[config.mk]
export PLATFORM = sky130hd
export DESIGN_NAME = event_arbiter
export DESIGN_NICKNAME = d
export VERILOG_FILES = /design/src/rtl/event_pkg.sv /design/src/rtl/toggle_edge_det.sv /design/src/rtl/event_arbiter.sv
export SDC_FILE = /design/constraint.sdc
export NUM_CORES = 1
export LEC_CHECK = 0
export ABC_CLOCK_PERIOD_IN_PS = 1800
export BUFFER_PORTS_ARGS = -buffer_cell sky130_fd_sc_hd__buf_2
export CELL_PAD_IN_SITES_DETAIL_PLACEMENT = 0
export CELL_PAD_IN_SITES_GLOBAL_PLACEMENT = 1
export CORE_MARGIN = 5
export CORE_UTILIZATION = 40
export DETAILED_ROUTE_END_ITERATION = 16
export PLACE_DENSITY_LB_ADDON = 0.05
export REMOVE_ABC_BUFFERS = 1
export SLEW_MARGIN = 20
export SYNTH_ARGS = -nofsm -noshare
export SYNTH_HDL_FRONTEND = slang
export SYNTH_SLANG_ARGS = --single-unit
[constraint.sdc]
create_clock -name clk -period 1.8 [get_ports clk]
set_clock_uncertainty 0.1 [all_clocks]
set_input_delay 0.18 -clock clk [delete_from_list [all_inputs] [get_ports clk]]
set_output_delay 0.18 -clock clk [all_outputs]
set_load 0.02 [all_outputs]
[src/rtl/event_pkg.sv]
// event_pkg: shared event codes, arbiter state encoding and priority helpers
// for the event_arbiter slice.
package event_pkg;

    // Number of toggle sources feeding the arbiter.
    localparam int NUM_SRC = 5;

    // Event codes presented on ev_code.
    localparam logic [2:0] EV_NONE     = 3'd0;
    localparam logic [2:0] EV_TEST     = 3'd1;
    localparam logic [2:0] EV_MEDICINA = 3'd2;
    localparam logic [2:0] EV_ENERGIA  = 3'd3;
    localparam logic [2:0] EV_ULT      = 3'd4;
    localparam logic [2:0] EV_FOT      = 3'd5;

    // Arbiter states: waiting for work, offering an event, resting after a grant.
    typedef enum logic [1:0] {
        ST_IDLE     = 2'd0,
        ST_OFFER    = 2'd1,
        ST_COOLDOWN = 2'd2
    } arb_state_t;

    // Bit 0 (test) has the highest priority, so the winner is the lowest set bit.
    function automatic logic [NUM_SRC-1:0] grant_mask(input logic [NUM_SRC-1:0] p);
        return p & (~p + NUM_SRC'(1));
    endfunction

    // Event code of the highest-priority pending source, EV_NONE if nothing pending.
    function automatic logic [2:0] highest_code(input logic [NUM_SRC-1:0] p);
        logic [2:0] code;
        code = EV_NONE;
        for (int i = NUM_SRC - 1; i >= 0; i--) begin
            if (p[i]) begin
                code = 3'(i + 1);
            end
        end
        return code;
    endfunction

endpackage

[src/rtl/toggle_edge_det.sv]
// toggle_edge_det: turns a toggle-style level input into a one-cycle registered
// pulse on either edge. The first clock after reset only captures the input so
// a line already sitting high at release does not look like a toggle.
module toggle_edge_det (
    input  logic clk,
    input  logic reset_tmp,
    input  logic din,
    output logic pulse
);

    logic prev_q;
    logic armed;

    // Track the previous level, arm after the first sample, and flag any change.
    always_ff @(posedge clk or posedge reset_tmp) begin
        if (reset_tmp) begin
            prev_q <= 1'b0;
            armed  <= 1'b0;
            pulse  <= 1'b0;
        end else begin
            prev_q <= din;
            armed  <= 1'b1;
            pulse  <= armed & (din ^ prev_q);
        end
    end

endmodule

[src/rtl/event_arbiter.sv]
// event_arbiter: converts toggles from the five debounced sources into events,
// keeps one pending flag per source, and hands events to the pet FSM one at a
// time over valid/ready in fixed priority (test > medicina > energia > ult > fot),
// resting COOLDOWN cycles after each accepted event.
// Optional feature macro: DROP_CNT_EN enables the saturating merged-event counter;
// without it drop_cnt is tied to zero.
module event_arbiter
    import event_pkg::*;
#(
    parameter int COOLDOWN = 4,
    parameter int DROP_W   = 8
) (
    input  logic                clk,
    input  logic                reset_tmp,
    input  logic                s_test,
    input  logic                s_medicina,
    input  logic                s_energia,
    input  logic                s_ult,
    input  logic                s_fot,
    input  logic                ev_ready,
    output logic                ev_valid,
    output logic [2:0]          ev_code,
    output logic [NUM_SRC-1:0]  pending,
    output logic [DROP_W-1:0]   drop_cnt
);

    // Cooldown counter is at least one bit wide even when cooldown is disabled.
    localparam int CNT_W = (COOLDOWN > 0) ? $clog2(COOLDOWN + 1) : 1;
    localparam logic [CNT_W-1:0] CNT_LOAD = CNT_W'((COOLDOWN > 0) ? COOLDOWN - 1 : 0);

    logic [NUM_SRC-1:0] src;
    logic [NUM_SRC-1:0] pulse;
    logic [NUM_SRC-1:0] grant;
    logic [NUM_SRC-1:0] pending_d;
    arb_state_t         state_q;
    arb_state_t         state_d;
    logic               valid_d;
    logic [2:0]         code_d;
    logic [CNT_W-1:0]   cnt_q;
    logic [CNT_W-1:0]   cnt_d;

    assign src = {s_fot, s_ult, s_energia, s_medicina, s_test};

    // One edge detector per source; bit order matches the pending vector.
    for (genvar g = 0; g < NUM_SRC; g++) begin : g_det
        toggle_edge_det u_det (
            .clk       (clk),
            .reset_tmp (reset_tmp),
            .din       (src[g]),
            .pulse     (pulse[g])
        );
    end

    // Next-state, offer and pending logic; a fresh toggle beats a same-cycle grant clear.
    always_comb begin
        state_d = state_q;
        valid_d = ev_valid;
        code_d  = ev_code;
        cnt_d   = cnt_q;
        grant   = '0;
        unique case (state_q)
            ST_IDLE: begin
                if (pending != '0) begin
                    grant   = grant_mask(pending);
                    code_d  = highest_code(pending);
                    valid_d = 1'b1;
                    state_d = ST_OFFER;
                end
            end
            ST_OFFER: begin
                if (ev_ready) begin
                    valid_d = 1'b0;
                    code_d  = EV_NONE;
                    if (COOLDOWN > 0) begin
                        state_d = ST_COOLDOWN;
                        cnt_d   = CNT_LOAD;
                    end else begin
                        state_d = ST_IDLE;
                    end
                end
            end
            ST_COOLDOWN: begin
                if (cnt_q == '0) begin
                    state_d = ST_IDLE;
                end else begin
                    cnt_d = cnt_q - CNT_W'(1);
                end
            end
            default: begin
                state_d = ST_IDLE;
                valid_d = 1'b0;
                code_d  = EV_NONE;
            end
        endcase
        pending_d = (pending & ~grant) | pulse;
    end

    // State, offer, cooldown counter and pending flags; reset drops any offer in flight.
    always_ff @(posedge clk or posedge reset_tmp) begin
        if (reset_tmp) begin
            state_q  <= ST_IDLE;
            ev_valid <= 1'b0;
            ev_code  <= EV_NONE;
            cnt_q    <= '0;
            pending  <= '0;
        end else begin
            state_q  <= state_d;
            ev_valid <= valid_d;
            ev_code  <= code_d;
            cnt_q    <= cnt_d;
            pending  <= pending_d;
        end
    end

`ifdef DROP_CNT_EN
    localparam int SUM_W = DROP_W + 3;

    logic [NUM_SRC-1:0] merged;
    logic [2:0]         merge_count;
    logic [SUM_W-1:0]   drop_sum;
    logic [DROP_W-1:0]  drop_q;

    // A toggle on a source whose flag is still up and not being granted is lost; count them.
    always_comb begin
        merged      = pulse & pending & ~grant;
        merge_count = '0;
        for (int i = 0; i < NUM_SRC; i++) begin
            merge_count = merge_count + 3'(merged[i]);
        end
        drop_sum = SUM_W'(drop_q) + SUM_W'(merge_count);
    end

    // Saturating lost-event counter, cleared only by reset.
    always_ff @(posedge clk or posedge reset_tmp) begin
        if (reset_tmp) begin
            drop_q <= '0;
        end else if (drop_sum > SUM_W'({DROP_W{1'b1}})) begin
            drop_q <= '1;
        end else begin
            drop_q <= drop_sum[DROP_W-1:0];
        end
    end

    assign drop_cnt = drop_q;
`else
    assign drop_cnt = '0;
`endif

endmodule

# Yosys cells after proc, flatten, opt, wreduce, memory -nomap -nowiden
# Index checks and enable logic that the tools add are counted.
# op_classes
addsub	2
eq_ne	6
n_mux	20
n_bitwise	16
reduce_logical	7
# op_table
op	count
3-bit two-way mux	9
5-bit AND	2
5-bit two-way mux	2
5-bit NOT	2
3-bit case mux with 3 select lines	1
3-bit AND reduction	3
2-bit != test, second input constant	4
2-bit two-way mux	3
2-bit case mux with 3 select lines	1
3-bit case mux with 2 select lines	1
5-bit by 1-bit adder with 5-bit output, second input constant	1
1-bit AND	5
5-bit bitwise OR	1
5-bit nonzero test	1
1-bit XOR	5
3-bit logical NOT	1
1-bit case mux with 3 select lines	1
3-bit by 1-bit subtractor with 3-bit output, second input constant	1
2-bit by 1-bit == test with 1-bit output, second input constant	1
2-bit == test, second input constant	1
2-bit logical NOT	1
1-bit two-way mux	2
2-bit nonzero test	1
1-bit NOT	1
# totals
register_bits	25
in_bits	8
output_inout_bits	17
elab_cells	67

# Longest topological paths before layout
# depth
word_depth	8
ltp_mapped	5
mapped_depth_nobuf	5

# By module
# From an unflattened synthesis, not the netlist that was laid out.
# unflattened
cells_unflattened	120
hier_area_um2	1280.0
# modules_own_cells
mod	instances	cells_each	area_each_um2	seq_area_each_um2
event_arbiter	1	85	792.0	350.3
toggle_edge_det	5	7	97.6	75.1

# Worst setup path before layout
# OpenSTA, ideal clock, no wires.
# synth_timing
path_kind	reg-to-reg
from	reg cnt_q[0]
to	reg cnt_q[1]
setup_ns	0.077
arrival_ns	1.326
required_ns	1.623
path_slack_ns	0.297
path_stages_with_launch	6
path_buffers	0
synth_period_minus_slack_ns	1.503
path_cell_list	dfrtp_1 > inv_1 > ha_1 > a21oi_1 > mux2_1 > a21oi_1
# synth_via
elab_chain_cells	3
word_cells_on_any_way	6
cone_classes	1 x add/sub; 1 x eq/ne; 2 x mux; 2 x reduce/logical
# synth_rtl
item	line_no	source
from (decl)	event_arbiter.sv:39	logic [CNT_W-1:0] cnt_q;
from (signal assigned)	event_arbiter.sv:110	cnt_q <= cnt_d;
3-bit by 1-bit subtractor with 3-bit output / 3-bit logical NOT (equally long branches)	event_arbiter.sv:86, event_arbiter.sv:83	
3-bit two-way mux / 2-bit != test (equally long branches)	--	
3-bit case mux with 2 select lines / 3-bit AND reduction (equally long branches)	--	
# Several ways; a longest one is shown, not always the timed one. The select of a mux whose other input is x is not followed.
# A chain may end at the register's enable or synchronous reset.

# Worst setup path in the final report
# Same ends and word-level chain as after synthesis.

==> flow_metrics.env <==
export IMPL_die_area_um2=3969
export IMPL_wl_mm=1.796
export IMPL_cap_violations=0
export IMPL_avgRoutedWirePerCell_um=11.66
export IMPL_nFillCells=272
export IMPL_hold_path_class="primary input to flip-flop"
export IMPL_clockBufferDepth=2
export IMPL_htree_levels=1
export IMPL_setup_tns_ns=0
export IMPL_pre_cts_ws_ns=0.1705
export IMPL_finalMaxSlewViolations=0
export IMPL_cts_resized=0
export IMPL_crit_type="flip-flop to flip-flop"
export IMPL_syn_area_per_cell_um2=11.47
export IMPL_worstPathArrival_ns=1.78
export IMPL_whs_path_depth=3
export IMPL_fin_area_um2=1294
export IMPL_holdWs_ns=0.06154
export IMPL_clkPwrFrac_pct=14.8
export IMPL_p_sw_mw=0.6413
export IMPL_outcome="complete, no violations"
export IMPL_die_w_um=63
export IMPL_cp_required_ns=1.96
export IMPL_ys_ff_latch=25
export IMPL_cts_sinks=25
export IMPL_crit_start="cnt_q[0]"
export IMPL_multi_input_area_um2=425.4
export IMPL_cts_tree="built"
export IMPL_timing_rr_start="cnt_q[0]"
export IMPL_grt_pass1_vias=701
export IMPL_clk_latency_ns=0.32
export IMPL_antenna_found_initial=0
export IMPL_reg2regPathDepth=5
export IMPL_port_buffers=16
export IMPL_hold_violations=0
export IMPL_start_kind="flip-flop"
export IMPL_start_util_pct=41.10
export IMPL_antenna_cells=0
export IMPL_regArea_um2=625.6
export IMPL_ant_nets=0
export IMPL_placementRows=19
export IMPL_rsz0062_at_grt="false"
export IMPL_path_clk_slew_ns=0.14
export IMPL_finalWorstSetupSlack_ns=0.1752
export IMPL_fp_coreArea_um2=2734
export IMPL_cts_root_buf="clkbuf_4"
export IMPL_place_gp_congestion=0.7095
export IMPL_final_util_pct=47.32
export IMPL_grt_use_total_pct=10.23
export IMPL_grt_max_degree=26
export IMPL_drive_above_1_share_pct=21.14
export IMPL_syn_inst=98
export IMPL_pwr_share_seq_pct=49.4
export IMPL_fin_crit_ns=1.625
export IMPL_cts_made_buffers=3
export IMPL_ys_warn_count=0
export IMPL_yosysSeqAreaShare_pct=55.68
export IMPL_min_period_over_period_pct=90.26
export IMPL_syn_to_final_growth_pct=15.14
export IMPL_pin_count=25
export IMPL_max_freq_mhz=615.5
export IMPL_ir_drop_uv=687.6
export IMPL_dp_hpwl_mm=1.322
export IMPL_vias_per_cell=4.669
export IMPL_synth_lib_cells_used_distinct=30
export IMPL_combPwrFrac_pct=35.8
export IMPL_p_leak_nw=0.6220
export IMPL_drtIter0Drc=28
export IMPL_fp_dieH_um=63
export IMPL_finalNetCount=134
export IMPL_dpl_cell_area_um2=1207
export IMPL_setup_viol=0
export IMPL_min_from="ev_ready"
export IMPL_dr_total_vias=719
export IMPL_worst_setup_path_end_kind="flip-flop"
export IMPL_cell_internal_pwr_mw=1.033
export IMPL_overflow=0
export IMPL_power_density_nw_per_um2=1294
export IMPL_syn_area_um2=1124
export IMPL_first_pass_iters=2
export IMPL_critPathMaxFanout=3
export IMPL_grt_pass1_wl_mm=3.236
export IMPL_drc=0
export IMPL_p_sw_share_pct=38.30
export IMPL_rrSetupSlack_ns=0.18
-- power groups by stage --
stage	Clock, mW	Combinational (mW)	Sequential, mW
floorplan	0	0.331	0.917
global placement	0	0.587	0.841
detailed placement	0	0.600	0.846
CTS	0.262	0.612	0.833
global route	0.285	0.684	0.859
finish	0.248	0.599	0.827
-- Yosys cell counts --
library cell / number / area, um2
nor4b_4: 1 / 23.77
o22ai_1: 2 / 12.51
o21ai_1: 2 / 10.01
a211oi_1: 1 / 7.510
nor2_4: 1 / 11.26
o211ai_1: 1 / 7.510
mux2_2: 1 / 11.26
xnor2_1: 1 / 8.760
nand2b_1: 3 / 18.77
nor3_1: 4 / 20.02
conb_1: 2 / 7.510
o31ai_1: 2 / 15.01
or3_4: 1 / 11.26
a21o_1: 3 / 22.52
buf_6: 1 / 11.26
mux2_1: 1 / 11.26
dfrtp_1: 25 / 625.6
nor2_1: 2 / 7.510
nand3_1: 1 / 5.000
nand2_1: 5 / 18.77
ha_1: 2 / 25.02
buf_2: 1 / 5.000
xor2_1: 5 / 43.79
nand2b_4: 1 / 13.76
inv_1: 6 / 22.52
a21oi_1: 3 / 15.01
buf_4: 8 / 60.06
a221oi_1: 1 / 8.760
o21ai_0: 5 / 25.02
and2_1: 6 / 37.54
-- layout by cell type (no fill, tap or decap), types with 3 or more instances in the layout --
| cell | synthesis | routed |
|---|---|---|
| dfrtp_1 | 25 | 25 |
| buf_2 | 1 | 16 |
| conb_1 | 2 | 9 |
| inv_1 | 6 | 6 |
| and2_1 | 6 | 6 |
| dlygate4sd3_1 | 0 | 6 |
| nand2_1 | 5 | 5 |
| o21ai_0 | 5 | 5 |
| xor2_1 | 5 | 5 |
| nor3_1 | 4 | 4 |
| a21oi_1 | 3 | 3 |
| a21o_1 | 3 | 3 |
| nand2b_1 | 3 | 3 |
| clkbuf_4 | 0 | 3 |
-- worst max-delay path, stage by stage (launching register included) --
cell     delay (ns)
dfrtp_1        0.40
inv_1          0.07
ha_1           0.21
a21oi_1        0.29
mux2_1         0.36
a21oi_1        0.14
-- worst paths after layout --
kind | endpoint
worst max-delay path | cnt_q[1]
worst min-delay path | state_q[1]
worst max register to register | cnt_q[1]
worst min register to register | pending[0]
max in group asynchronous | pending[4]
min in group asynchronous | g_det[0].u_det.prev_q
-- sequential cells by signal, summed over array words and instances, names as in the netlist --
| name | flops |
|---|---|
| cnt_q | 3 |
| ev_code | 3 |
| pending | 5 |
| state_q | 2 |
| g_det.u_det.prev_q | 5 |
| ev_valid | 1 |
| g_det.u_det.pulse | 5 |
| g_det.u_det.armed | 1 |
-- per-layer routing --
layer,GRT usage (%),part of all wire [%],up-vias
met5,0,0,-
met4,5.570,1.1,0
met3,2.518,6.1,2
met2,15.90,49,20
met1,12.91,44,330
li1,-,-,367
-- final cells by class --
| class | instances | area share, % |
|---|---|---|
| flip-flops and latches | 25 | 48.36 |
| clock buffers | 4 | 2.031 |
| repair buffers | 24 | 11.99 |
| well taps | 31 | 2.998 |
| inverters | 6 | 1.741 |
| multi-input cells | 64 | 32.88 |
-- kinds of logic after synthesis --
group,share of synthesized area (%)
AO/OA/AOI/OAI,11.02
flip-flops,55.68
other,0.6684
XOR/XNOR,4.677
multiplexers,2.004
adder cells (fa/ha/maj),2.227
AND/OR/NAND/NOR,14.92
buffers and inverters,8.797
-- through the flow --
step	total power [mW]	cells
final	1.674	154
after global placement	1.429	144
after CTS	1.707	154
after floorplan	1.248	95
after detailed placement	1.445	144
after global routing	1.828	154
-- what timing repair did --
action | in CTS | in global routing
buffers inserted | 0 | 0
hold buffers | 6 | 0
hold endpoints to repair | 30 | 0
Power figures use the tool's default switching activity.
